==> src/rtl/dot_scan_scheduler_pkg.sv <==
// rtl/dot_scan_scheduler_pkg.sv - shared constants and FSM encoding for the dot scan scheduler
package dot_scan_scheduler_pkg;

    localparam int DEF_MEM_LENGTH         = 48;
    localparam int DEF_MEM_ADDRESS_LENGTH = 6;
    localparam int DEF_TIMER_WIDTH        = 16;
    localparam int DEF_SETUP_CYCLES       = 4;
    localparam int DEF_MIN_PULSE          = 8;

    typedef enum logic [2:0] {
        ST_IDLE  = 3'd0,
        ST_SETUP = 3'd1,
        ST_FIRE  = 3'd2,
        ST_DEAD  = 3'd3,
        ST_DONE  = 3'd4
    } state_t;

endpackage

==> src/rtl/dot_phase_timer.sv <==
// rtl/dot_phase_timer.sv - loadable down-counter timing the setup, fire and dead phases
module dot_phase_timer #(
    parameter int TIMER_WIDTH = 16
) (
    input  logic                   clock,
    input  logic                   reset_n,
    input  logic                   load,
    input  logic [TIMER_WIDTH-1:0] value,
    output logic                   expired
);

    logic [TIMER_WIDTH-1:0] count;

    // Loading L-1 makes a phase last exactly L cycles before expired is seen.
    always_ff @(posedge clock or negedge reset_n) begin
        if (!reset_n) begin
            count <= '0;
        end else if (load) begin
            count <= value;
        end else if (count != '0) begin
            count <= count - TIMER_WIDTH'(1);
        end
    end

    assign expired = (count == '0);

endmodule

==> src/rtl/dot_scan_scheduler.sv <==
// rtl/dot_scan_scheduler.sv - walks every dot of a flip-dot frame through setup, fire and dead phases
module dot_scan_scheduler
    import dot_scan_scheduler_pkg::*;
#(
    parameter int MEM_LENGTH         = DEF_MEM_LENGTH,
    parameter int MEM_ADDRESS_LENGTH = DEF_MEM_ADDRESS_LENGTH,
    parameter int TIMER_WIDTH        = DEF_TIMER_WIDTH,
    parameter int SETUP_CYCLES       = DEF_SETUP_CYCLES,
    parameter int MIN_PULSE          = DEF_MIN_PULSE
) (
    input  logic                          clock,
    input  logic                          reset_n,
    input  logic                          start,
    input  logic                          abort,
    input  logic                          scan_order,
    input  logic                          invert_mode,
    input  logic [MEM_ADDRESS_LENGTH-1:0] row_limit,
    input  logic [MEM_ADDRESS_LENGTH-1:0] col_limit,
    input  logic [TIMER_WIDTH-1:0]        pulse_cycles,
    input  logic [TIMER_WIDTH-1:0]        dead_cycles,
    output logic [MEM_ADDRESS_LENGTH-1:0] row_select,
    output logic [MEM_ADDRESS_LENGTH-1:0] col_select,
    output logic                          row_col_select,
    output logic                          output_active,
    output logic                          inverter_select,
    output logic                          busy,
    output logic                          frame_done
);

    localparam int MAL = MEM_ADDRESS_LENGTH;
    localparam int TW  = TIMER_WIDTH;
    localparam logic [MAL-1:0] LIMIT_MAX = MAL'(MEM_LENGTH - 1);

    state_t         state;
    logic [MAL-1:0] row_lim;
    logic [MAL-1:0] col_lim;
    logic [TW-1:0]  eff_pulse;
    logic [TW-1:0]  eff_dead;
    logic           invert_q;
    logic           aborting;

    logic           timer_load;
    logic [TW-1:0]  timer_value;
    logic           timer_expired;

    logic [MAL-1:0] row_clamp;
    logic [MAL-1:0] col_clamp;
    logic [TW-1:0]  pulse_eff_in;
    logic [TW-1:0]  dead_eff_in;
    logic           last_dot;
    logic           stop_req;

    assign row_clamp    = (row_limit > LIMIT_MAX) ? LIMIT_MAX : row_limit;
    assign col_clamp    = (col_limit > LIMIT_MAX) ? LIMIT_MAX : col_limit;
    assign pulse_eff_in = (pulse_cycles < TW'(MIN_PULSE)) ? TW'(MIN_PULSE) : pulse_cycles;
    assign dead_eff_in  = (dead_cycles == '0) ? TW'(1) : dead_cycles;
    assign last_dot     = (row_select == row_lim) && (col_select == col_lim);
    assign stop_req     = abort || aborting;

    dot_phase_timer #(
        .TIMER_WIDTH(TW)
    ) u_timer (
        .clock   (clock),
        .reset_n (reset_n),
        .load    (timer_load),
        .value   (timer_value),
        .expired (timer_expired)
    );

    // Timer reloads on exactly the edges where the FSM below changes phase.
    always_comb begin
        timer_load  = 1'b0;
        timer_value = '0;
        case (state)
            ST_IDLE: begin
                if (start && !abort) begin
                    timer_load  = 1'b1;
                    timer_value = TW'(SETUP_CYCLES - 1);
                end
            end
            ST_SETUP, ST_FIRE: begin
                if (abort) begin
                    timer_load  = 1'b1;
                    timer_value = eff_dead - TW'(1);
                end else if (timer_expired) begin
                    timer_load  = 1'b1;
                    timer_value = (state == ST_SETUP) ? eff_pulse - TW'(1) : eff_dead - TW'(1);
                end
            end
            ST_DEAD: begin
                if (timer_expired && !stop_req && !last_dot) begin
                    timer_load  = 1'b1;
                    timer_value = TW'(SETUP_CYCLES - 1);
                end
            end
            default: begin
            end
        endcase
    end

    always_ff @(posedge clock or negedge reset_n) begin
        if (!reset_n) begin
            state           <= ST_IDLE;
            row_select      <= '0;
            col_select      <= '0;
            row_col_select  <= 1'b0;
            output_active   <= 1'b0;
            inverter_select <= 1'b0;
            busy            <= 1'b0;
            frame_done      <= 1'b0;
            row_lim         <= '0;
            col_lim         <= '0;
            eff_pulse       <= '0;
            eff_dead        <= '0;
            invert_q        <= 1'b0;
            aborting        <= 1'b0;
        end else begin
            frame_done <= 1'b0;
            case (state)
                ST_IDLE: begin
                    if (start && !abort) begin
                        row_lim        <= row_clamp;
                        col_lim        <= col_clamp;
                        eff_pulse      <= pulse_eff_in;
                        eff_dead       <= dead_eff_in;
                        row_col_select <= scan_order;
                        invert_q       <= invert_mode;
                        aborting       <= 1'b0;
                        row_select     <= '0;
                        col_select     <= '0;
                        busy           <= 1'b1;
                        state          <= ST_SETUP;
                    end
                end
                ST_SETUP: begin
                    if (abort) begin
                        aborting <= 1'b1;
                        state    <= ST_DEAD;
                    end else if (timer_expired) begin
                        output_active <= 1'b1;
                        state         <= ST_FIRE;
                    end
                end
                ST_FIRE: begin
                    if (abort || timer_expired) begin
                        aborting      <= aborting | abort;
                        output_active <= 1'b0;
                        state         <= ST_DEAD;
                    end
                end
                ST_DEAD: begin
                    if (abort) begin
                        aborting <= 1'b1;
                    end
                    if (timer_expired) begin
                        if (stop_req) begin
                            busy  <= 1'b0;
                            state <= ST_IDLE;
                        end else if (last_dot) begin
                            frame_done <= 1'b1;
                            if (invert_q) begin
                                inverter_select <= ~inverter_select;
                            end
                            state <= ST_DONE;
                        end else begin
                            // Fast axis wraps at its limit and carries into the slow axis.
                            if (!row_col_select) begin
                                if (col_select == col_lim) begin
                                    col_select <= '0;
                                    row_select <= row_select + MAL'(1);
                                end else begin
                                    col_select <= col_select + MAL'(1);
                                end
                            end else begin
                                if (row_select == row_lim) begin
                                    row_select <= '0;
                                    col_select <= col_select + MAL'(1);
                                end else begin
                                    row_select <= row_select + MAL'(1);
                                end
                            end
                            state <= ST_SETUP;
                        end
                    end
                end
                ST_DONE: begin
                    busy  <= 1'b0;
                    state <= ST_IDLE;
                end
                default: begin
                    state <= ST_IDLE;
                end
            endcase
        end
    end

endmodule
==> config.mk <==
export PLATFORM = sky130hd
export DESIGN_NAME = dot_scan_scheduler
export DESIGN_NICKNAME = d
export VERILOG_FILES = /design/src/rtl/dot_scan_scheduler_pkg.sv /design/src/rtl/dot_phase_timer.sv /design/src/rtl/dot_scan_scheduler.sv
export SDC_FILE = /design/constraint.sdc
export NUM_CORES = 1
export LEC_CHECK = 0
export CAP_MARGIN = 20
export CORE_ASPECT_RATIO = 2
export CORE_MARGIN = 4
export CORE_UTILIZATION = 35
export CTS_BUF_LIST = sky130_fd_sc_hd__clkbuf_16
export CTS_CLUSTER_SIZE = 30
export DETAILED_ROUTE_END_ITERATION = 10
export GPL_TIMING_DRIVEN = 0
export PLACE_DENSITY_LB_ADDON = 0.2
export SYNTH_ARGS = -nofsm -noshare
export SYNTH_HDL_FRONTEND = slang
export SYNTH_SLANG_ARGS = --single-unit
==> constraint.sdc <==
create_clock -name clock -period 3.2 [get_ports clock]
set_input_delay 0.48 -clock clock [delete_from_list [all_inputs] [get_ports clock]]
set_output_delay 0.48 -clock clock [all_outputs]
set_load 0.05 [all_outputs]
==> metrics.md, run 1 <==
| Metric | Value |
|---|---|
| Area growth from synthesis to layout | 25.7% |
| Yosys warns | 0 |
| Initial DRC Count | 172 |
| GR Util All Layers | 17.8% |
| Syn Inst Count | 542 |
| Worst-path maximum fanout | 8 |
| Gpl congestion | 0.882 |
| Post-CTS Setup Inserts | 0 |
| Power per cell area | 832 nW/um2 |
| Worst path arrival time | 2.96 ns |
| I/O pins | 67 |
| Final nets | 676 |
| Static power due to leakage | 2.64 nW |
| Worst setup EP type | flop |
| Top FF cell, synth | dfrtp_1 |
| Final worst path period share | 86.3% |
| Clock skew | 0.00571 ns |
| Endpoints failing setup | 0 |
| CP Launch Type | flop |
| ANT nets after route | 0 |
| Run status | finished clean |
| Hold_buf cts | 0 |
| Grt peak-use layer | met2 |
| Synthesized cell area | 4650 um2 |
| Die area | 15300 um2 |
| Syn_nets | 598 |
| First-pass GRT wire length | 20900 um |
| Mean Syn Cell Area | 8.58 um2 |
| CP Class | reg2reg |
| Clock Latency Late Sink | 0.34 ns |
| Pin count of the biggest net entering global routing | 43 |
| Core area | 13000 um2 |
| Max clock buf depth | 2 |
| CTS H-Tree Depth | 3 |
| CTS Buf Count | 9 |
| Final Critical Period | 2.76 ns |
| Synth unique cells | 52 |
| Pre-Repair DR Iteration Count | 5 |
| Total congestion overflow | 0 |
| Antenna violations before repair | 0 |
| Max Cap Violations | 0 |
| Die Ht | 171 um |
| Final Hold Fails | 0 |
| Sequential fraction of the synthesis area | 44.1% |
| Rel. slew slack | 39.1% |
| M3 GR Usage | 2.41% |
| Initial core utilization | 35.8% |
| CTS Sinks | 82 |
| Drt wl/cell | 16.7 um |
| CTS tree | yes |
| #FFs+latches synth | 82 |
| Floorplan row count | 59 |
| EDFF count, synth | 0 |
| Post-synth ARST share | 100% |
| Die X-Extent | 89.5 um |
| RSZ-0062 raised after global routing | no |
| Hpwl dp | 10100 um |
| WP data required | 3.40 ns |
| Mean number of vias per cell | 5.35 |
| Vias in the first global route | 4287 |
| Achievable Freq | 0.362 GHz |
| Clk slew on worst S/H paths | 0.06 ns |
| IO buf count | 65 |
| Slew Limit Fails | 0 |
| DP Area | 5520 um2 |
| Root Buffer | clkbuf_16 |
| Worst Hold Class | in2async |
| DRT Wirelength | 12900 um |
| ANT cells | 0 |
| VDD IR-drop max | 406 uV |
| Hold slack | 0.128 ns |
| Final instance area | 5850 um2 |
| Post-CTS sizing | 0 |
| Routed via count | 4151 |
| Share of layout cells above drive strength 1 | 5.45% |
| Grt met1 use | 17.7% |
| DRC Markers | 0 |
| M2 GR Usage | 34.7% |
| Slew @ Worst Pin | 0.901 ns |
-- synthesized netlist by cell type, types with 3 or more instances --
cell | instances | area (um2)
nand3_1 | 20 | 100
clkbuf_1 | 15 | 56.3
ha_1 | 6 | 75.1
xor2_1 | 33 | 289
xnor2_1 | 17 | 149
mux2i_1 | 7 | 70.1
nand2_1 | 128 | 480
nor2_1 | 32 | 120
a22o_1 | 4 | 35.0
nand2b_1 | 10 | 62.6
inv_1 | 15 | 56.3
o22ai_1 | 12 | 75.1
nor4_1 | 16 | 100
dfrtp_1 | 82 | 2050
o211ai_1 | 3 | 22.5
a21oi_1 | 23 | 115
nor2b_1 | 3 | 18.8
or3_1 | 5 | 31.3
or2_2 | 3 | 18.8
nand4_1 | 3 | 18.8
or4_1 | 8 | 60.1
nand3b_1 | 3 | 22.5
o31ai_1 | 10 | 75.1
o21ai_0 | 37 | 185
nor3_1 | 11 | 55.1
-- flip-flops by register name, indices dropped and copies added (netlist names), 3 cells and up --
signal,count
col_lim,6
col_select,6
eff_dead,16
eff_pulse,16
row_lim,6
row_select,6
state,3
u_timer.count,16
-- final timing paths --
kind	start	to	slack, ns	depth (start not counted)
setup / recovery	row_select[2]	row_select[0]	0.44	6
max in group asynchronous	reset_n	u_timer.count[1]	2.45	2
hold reg to reg	inverter_select	inverter_select	0.48	1
setup reg to reg	row_select[2]	row_select[0]	0.44	6
min in group clock	inverter_select	inverter_select	0.48	1
hold / removal	reset_n	row_select[0]	0.13	1
-- layout by cell type (no fill, tap or decap), types with 4 or more instances in the layout --
cell             count
nand2_1            128
dfrtp_1             82
clkdlybuf4s50_1     64
o21ai_0             37
xor2_1              33
nor2_1              32
a21oi_1             23
nand3_1             20
xnor2_1             17
nor4_1              16
inv_1               15
clkbuf_1            15
o22ai_1             12
nor3_1              11
nand2b_1            10
o31ai_1             10
clkbuf_16            9
or4_1                8
mux2i_1              7
ha_1                 6
or3_1                5
a22o_1               4
-- worst max-delay path, stage by stage (launching register included) --
cell,delay [ns]
dfrtp_1,0.45
xor2_1,0.17
nor4_1,0.62
nand4_1,0.49
nor2_1,0.55
or3_4,0.26
o21ai_0,0.09
-- metal layers --
metal | vias to the layer above | wire length, um
met5 | - | 0
met4 | 0 | 465
met3 | 29 | 420
met2 | 92 | 7500
met1 | 1979 | 4540
li1 | 2051 | -
-- power breakdown --
part / total, W / internal, W / switching (W)
combinational: 0.00187 / 0.000798 / 0.00107
sequential: 0.00182 / 0.00140 / 0.000420
clock: 0.00117 / 0.000754 / 0.000414
-- final cells by class --
class | count | area (um2)
Fill cell | 1317 | 7150
Multi-Input combinational cell | 426 | 2470
Sequential cell | 82 | 2050
Timing Repair Buffer | 67 | 673
Clock buffer | 9 | 225
Tap cell | 152 | 190
Clock inverter | 6 | 106
Buffer | 19 | 73.8
Inverter | 15 | 56.3
-- logic make-up after synthesis --
group           Yosys count  share of synthesized area, %
xor+xnor                 50                          9.41
fa+ha+maj                 6                          1.61
simple gates            256                          26.0
buf+inv                  34                          2.80
compound gates          105                          14.1
mux                       9                          1.99
flops                    82                          44.1
-- through the flow --
step	setup slack, ns	cells	util, %	total power, W	TNS, ns
floorplan	0.821	542	-	0.00309	0
global placement	-1.37	759	42.3	0.00364	-111.98
detailed placement	0.134	761	42.4	0.00370	0
CTS	0.382	776	45.0	0.00490	0
global route	0.251	776	45.0	0.00524	0
finish	0.439	776	45.0	0.00486	0
Power figures use the tool's default switching activity.
==> inputs of run 2 (changes only) <==
--- a/config.mk
+++ b/config.mk
@@ -9,7 +9,6 @@
 export CORE_ASPECT_RATIO = 2
 export CORE_MARGIN = 4
 export CORE_UTILIZATION = 35
-export CTS_BUF_LIST = sky130_fd_sc_hd__clkbuf_16
 export CTS_CLUSTER_SIZE = 30
 export DETAILED_ROUTE_END_ITERATION = 10
 export GPL_TIMING_DRIVEN = 0
==> constraint.sdc (replaced) <==
create_clock -name clock -period 2.35 [get_ports clock]
set_input_delay 0.3525 -clock clock [delete_from_list [all_inputs] [get_ports clock]]
set_output_delay 0.3525 -clock clock [all_outputs]
set_load 0.05 [all_outputs]
==> run 2 against run 1 <==
The flow now finishes with violations (setup timing). Combinational power grew 64%. Total power grew 43%. Non-clock buffer count grew 23. First-iteration DRC count shrank 14%. Design area grew 6.7%. Sequential power grew 37%. Clock-buffer cell count grew 4. Sequential share of layout area shrank 2.2 points. Die area is the same. Global-route usage grew 0.63 points. Critical path depth is the same. Fmax grew 13%. Largest cell class unchanged. Highest routed layer unchanged.
==> metrics.md, run 2 (synthesis gave the netlist of run 1 again) <==
| Metric | Value |
|---|---|
| Run status | complete, but fails checks |
| Failing checks | setup timing |
| Top flop regs | eff_dead x16, eff_pulse x16, u_timer.count x16 |
| RSZ-0062 raised after global routing | yes |
| Clk slew on worst S/H paths | 0.06 ns |
| Initial core utilization | 35.8% |
| Sw Ratio | 40.4% |
| VDD IR-drop max | 670 uV |
| Max clock buf depth | 2 |
| ANT nets after route | 0 |
| CTS Buf Count | 9 |
| Final Hold Fails | 0 |
| Routed via count | 4316 |
| Gpl congestion | 0.853 |
| Endpoints failing setup | 5 |
| Clock Latency Late Sink | 0.34 ns |
| Vias in the first global route | 4448 |
| Floorplan row count | 59 |
| First-pass GRT wire length | 21600 um |
| CTS H-Tree Depth | 3 |
| Hold slack | 0.482 ns |
| Achievable Freq | 0.409 GHz |
| Core area | 13000 um2 |
| Total internal power | 0.00415 W |
| Die X-Extent | 89.5 um |
| Antenna violations before repair | 0 |
| Area growth from synthesis to layout | 34.1% |
| I/O pins | 67 |
| Worst setup EP type | flop |
| CP Launch Type | flop |
| Mean number of vias per cell | 5.40 |
| Share of layout cells above drive strength 1 | 14.4% |
| NetSw | 0.00282 W |
| Setup WS post-layout | -0.0963 ns |
| Die area | 15300 um2 |
| Most frequent cells in the layout | nand2_1, dfrtp_1, clkdlybuf4s50_1 |
| Pin count of the biggest net entering global routing | 48 |
| CP Class | reg2reg |
| Rel. slew slack | 52.0% |
| Worst path arrival time | 2.69 ns |
| Root Buffer | clkbuf_16 |
| Static power due to leakage | 2.82 nW |
| DRC Markers | 0 |
| GR Util All Layers | 18.4% |
| Gate power share | 44.1% |
| Worst Hold Class | reg2reg |
| ANT cells | 0 |
| Total congestion overflow | 0 |
| Final worst path period share | 104% |
| Total power draw | 0.00697 W |
| Drt wl/cell | 17.1 um |
| Sequential Power Share | 35.8% |
| Die Ht | 171 um |
| DRT Wirelength | 13700 um |
| Clock group share of total power | 20.1% |
| Worst-path maximum fanout | 5 |
| Clock skew | 0.00517 ns |
| Final nets | 699 |
| IO buf count | 65 |
| Max Cap Violations | 0 |
| Final Critical Period | 2.45 ns |
| CTS tree | yes |
| Hpwl dp | 10200 um |
| Slew Limit Fails | 0 |
| Slew @ Worst Pin | 0.720 ns |
| CTS Sinks | 82 |
| WP data required | 2.59 ns |
| Initial DRC Count | 148 |
| Commonest non-fill, non-tap cell in the layout | nand2_1 |
| Setup TNS | -0.285 ns |
| Pre-Repair DR Iteration Count | 5 |
| Power per cell area | 1120 nW/um2 |
-- run 2: per-layer routing --
layer / global-route usage [%] / wire (um) / up-vias / part of all wire, %
met5: 0 / 0 / - / 0
met4: 8.10 / 408 / 0 / 3.0
met3: 2.41 / 354 / 25 / 2.6
met2: 36.7 / 8160 / 83 / 60
met1: 17.7 / 4750 / 2110 / 35
li1: - / - / 2098 / -
-- run 2: area by class of cell --
| type | count | area (um2) |
|---|---|---|
| plain buffers | 18 | 91.3 |
| fillers | 1260 | 6750 |
| flip-flops and latches | 82 | 2050 |
| inverters | 15 | 56.3 |
| clock buffers | 13 | 250 |
| multi-input cells | 426 | 2690 |
| well taps | 152 | 190 |
| clock inverters | 2 | 37.5 |
| repair buffers | 91 | 866 |
-- run 2: worst max-delay path, cell delays in order, from the launching register on --
cell and delay [ns]:
dfrtp_2 0.44, or4_4 0.54, or4_4 0.56, nand2_4 0.10
o311ai_4 0.11, or3_4 0.41, o31ai_2 0.19
-- run 2: per-stage QoR --
stage	util (%)	std cells	area (um2)	worst slack [ns]
after global placement	42.3	759	5500	-2.08
after floorplan	-	542	4660	-0.000772
after CTS	47.0	792	6110	-0.150
after global routing	48.0	799	6240	-0.154
final	48.0	799	6240	-0.0963
after detailed placement	42.5	760	5520	-0.608
-- run 2: power groups by stage --
stage / logic, W / registers (W) / clock network, W
finish: 0.00307 / 0.00249 / 0.00140
global route: 0.00338 / 0.00256 / 0.00149
CTS: 0.00294 / 0.00248 / 0.00143
detailed placement: 0.00255 / 0.00250 / 0
global placement: 0.00249 / 0.00248 / 0
floorplan: 0.00174 / 0.00248 / 0
-- run 2: what timing repair did --
item,in CTS,in global routing
setup endpoints to repair,54,40
pin swaps,8,12
buffers inserted,17,7
resized for setup,39,22
endpoints found under the hold margin,7,0
hold buffers,1,0
-- run 2: path summary, 6_finish.rpt --
kind / slack (ns) / cells after the start / to / start
setup / recovery: -0.1 / 6 / row_select[4] / u_timer.count[2]
hold / removal: 0.48 / 1 / inverter_select / inverter_select
setup reg to reg: -0.1 / 6 / row_select[4] / u_timer.count[2]
hold reg to reg: 0.48 / 1 / inverter_select / inverter_select
max in group asynchronous: 1.19 / 3 / u_timer.count[2] / reset_n
min in group asynchronous: 0.52 / 2 / inverter_select / reset_n
==> inputs of run 3 (changes only) <==
--- a/config.mk
+++ b/config.mk
@@ -8,11 +8,12 @@
 export CAP_MARGIN = 20
 export CORE_ASPECT_RATIO = 2
 export CORE_MARGIN = 4
-export CORE_UTILIZATION = 35
+export CORE_UTILIZATION = 40
 export CTS_CLUSTER_SIZE = 30
 export DETAILED_ROUTE_END_ITERATION = 10
 export GPL_TIMING_DRIVEN = 0
 export PLACE_DENSITY_LB_ADDON = 0.2
+export SLEW_MARGIN = 40
 export SYNTH_ARGS = -nofsm -noshare
 export SYNTH_HDL_FRONTEND = slang
 export SYNTH_SLANG_ARGS = --single-unit
==> run 3 against run 2 <==
The run still ends with setup timing left. Critical endpoint is now row_select[5]. Largest cell class unchanged. Global-route usage is 1.1 points higher. Non-clock buffer count is 8 lower. Core utilization is 6.5 points higher. Combinational power is 2% lower. Critical path depth stayed put. Hold slack worse by 0.012 ns. Sequential power hardly changed. Flip-flop and latch count stayed put. Setup slack better by 0.029 ns. Fmax is 1.2% higher. Clock skew hardly changed.
==> metrics.md, run 3 (synthesis gave the netlist of run 1 again) <==
| Metric | Value |
|---|---|
| Fill cells | 1060 |
| CP Launch Point | u_timer.count[9] |
| Drt wl/cell | 17.2 um |
| Worst setup EP type | flop |
| Top flop regs | eff_dead x16, eff_pulse x16, u_timer.count x16 |
| Reg2reg start | u_timer.count[9] |
| First-pass GRT wire length | 21000 um |
| Max Cap Violations | 0 |
| Routed via count | 4301 |
| Hold_sp | inverter_select |
| CP Launch Type | flop |
| Final nets | 692 |
| Pre-Repair DR Iteration Count | 5 |
| Vias in the first global route | 4376 |
| Layout Cells excl Fill | 783 |
| Failing checks | setup timing |
| RSZ-0062 raised after global routing | yes |
| CTS Sinks | 82 |
| Rel. slew slack | 50.0% |
| M3 GR Usage | 3.23% |
| Hpwl dp | 10100 um |
| CTS H-Tree Depth | 3 |
| WP data required | 2.61 ns |
| VDD IR-drop max | 538 uV |
| Critical path buffers and inverters | 0 |
| Die area | 13500 um2 |
| Final Hold Fails | 0 |
| Final Critical Period | 2.42 ns |
| Grt met1 use | 17.9% |
| Hold Crit Depth | 1 |
| CP peak stage delay | 0.59 ns |
| Initial DRC Count | 158 |
| Flip-flop and latch area | 2050 um2 |
| ANT cells | 0 |
| Most frequent cells in the layout | nand2_1, dfrtp_1, clkdlybuf4s50_1 |
| R2r endpoint | row_select[5] |
| Core area | 11400 um2 |
| Clk slew on worst S/H paths | 0.06 ns |
| Setup TNS | -0.215 ns |
| CP Class | reg2reg |
| Gpl congestion | 0.898 |
| Power per cell area | 1150 nW/um2 |
| Max clock buf depth | 2 |
| Clock Latency Late Sink | 0.34 ns |
| Total congestion overflow | 0 |
| Mean number of vias per cell | 5.49 |
| Hold Path End | inverter_select |
| CTS tree | yes |
| Worst-path maximum fanout | 5 |
| Multi-input gate area | 2670 um2 |
| Commonest non-fill, non-tap cell in the layout | nand2_1 |
| IO buf count | 65 |
| Die X-Extent | 84.3 um |
| Slew @ Worst Pin | 0.750 ns |
| Initial core utilization | 41.0% |
| Dpl cells | 750 |
| GR Util All Layers | 19.5% |
| Delay-heaviest family, CP | simple AND/OR/NAND/NOR gates |
| Static power due to leakage | 2.80 nW |
| DRT Wirelength | 13500 um |
| M2 GR Usage | 39.0% |
| I/O pins | 67 |
| WP depth | 6 |
| DRC Markers | 0 |
| R2R cell count | 6 |
| Cell mode on critical path | or4_4 |
| Die Ht | 161 um |
| Area growth from synthesis to layout | 33.2% |
| Share of layout cells above drive strength 1 | 12.6% |
| Setup WS post-layout | -0.0678 ns |
| FF-to-FF setup slack | -0.07 ns |
| Critical path, cell by cell | or4_4 -> or4_4 -> nand2_4 -> o311ai_4 -> or3_4 -> o31ai_4 |
| ANT nets after route | 0 |
| Clock skew | 0.00516 ns |
| Endpoints failing setup | 4 |
| CTS Buf Count | 9 |
| Floorplan row count | 55 |
| Worst Hold Class | reg2reg |
| Root Buffer | clkbuf_16 |
| Slew Limit Fails | 0 |
| Run status | complete, but fails checks |
| Slowest CP cell | or4_4 |
| Antenna violations before repair | 0 |
| Pin count of the biggest net entering global routing | 43 |
| Grt peak-use layer | met2 |
| Worst path arrival time | 2.67 ns |
| Achievable Freq | 0.414 GHz |
| Final worst path period share | 103% |
==> run 3: worst max path at each step <==
stage | end | slack (ns)
after floorplan | row_select[3] | -0.0008
after global placement | eff_dead[6] | -2.00
after detailed placement | eff_dead[8] | -0.63
after CTS | col_select[2] | -0.11
after global routing | row_select[3] | -0.10
final | row_select[5] | -0.07
==> run 3: area by class of cell <==
| class | count | share of cell area, % |
|---|---|---|
| inverters | 15 | 0.909 |
| clock buffers | 10 | 3.70 |
| plain buffers | 18 | 1.45 |
| repair buffers | 83 | 12.9 |
| multi-input cells | 427 | 43.1 |
| flip-flops and latches | 82 | 33.1 |
| clock inverters | 6 | 1.84 |
| well taps | 142 | 2.87 |
==> run 3: timing repair <==
item | CTS | global route
gates resized for setup | 25 | 23
setup buffers | 13 | 3
cloned | 0 | 1
hold endpoints to repair | 41 | 0
pin swaps | 4 | 4
endpoints found under the setup margin | 52 | 27
hold buffers | 1 | 0
==> run 3: per-layer routing <==
| layer | routed length [um] | part of all wire, % | vias up |
|---|---|---|---|
| met5 | 0 | 0 | - |
| met4 | 574 | 4.3 | 0 |
| met3 | 463 | 3.4 | 41 |
| met1 | 4520 | 34 | 2066 |
| li1 | - | - | 2083 |
| met2 | 7910 | 59 | 111 |
==> run 3: metrics by stage <==
step | setup slack [ns] | hold slack, ns | utilization (%) | power, W | area, um2
3_3_place_gp | -2.00 | 0.456 | 48.3 | 0.00495 | 5490
2_1_floorplan | -0.000772 | 0.0569 | - | 0.00422 | 4660
6_report | -0.0678 | 0.469 | 54.6 | 0.00712 | 6190
5_1_grt | -0.104 | 0.522 | 54.6 | 0.00755 | 6190
4_1_cts | -0.106 | 0.477 | 53.3 | 0.00693 | 6050
3_5_place_dp | -0.631 | 0.292 | 48.6 | 0.00507 | 5520
==> run 3: where the power goes <==
group	switching [W]	leakage [nW]	total [W]	internal, W
Clock	0.000578	0.159	0.00162	0.00104
Combinational	0.00167	1.59	0.00301	0.00134
Sequential	0.000579	1.05	0.00249	0.00191
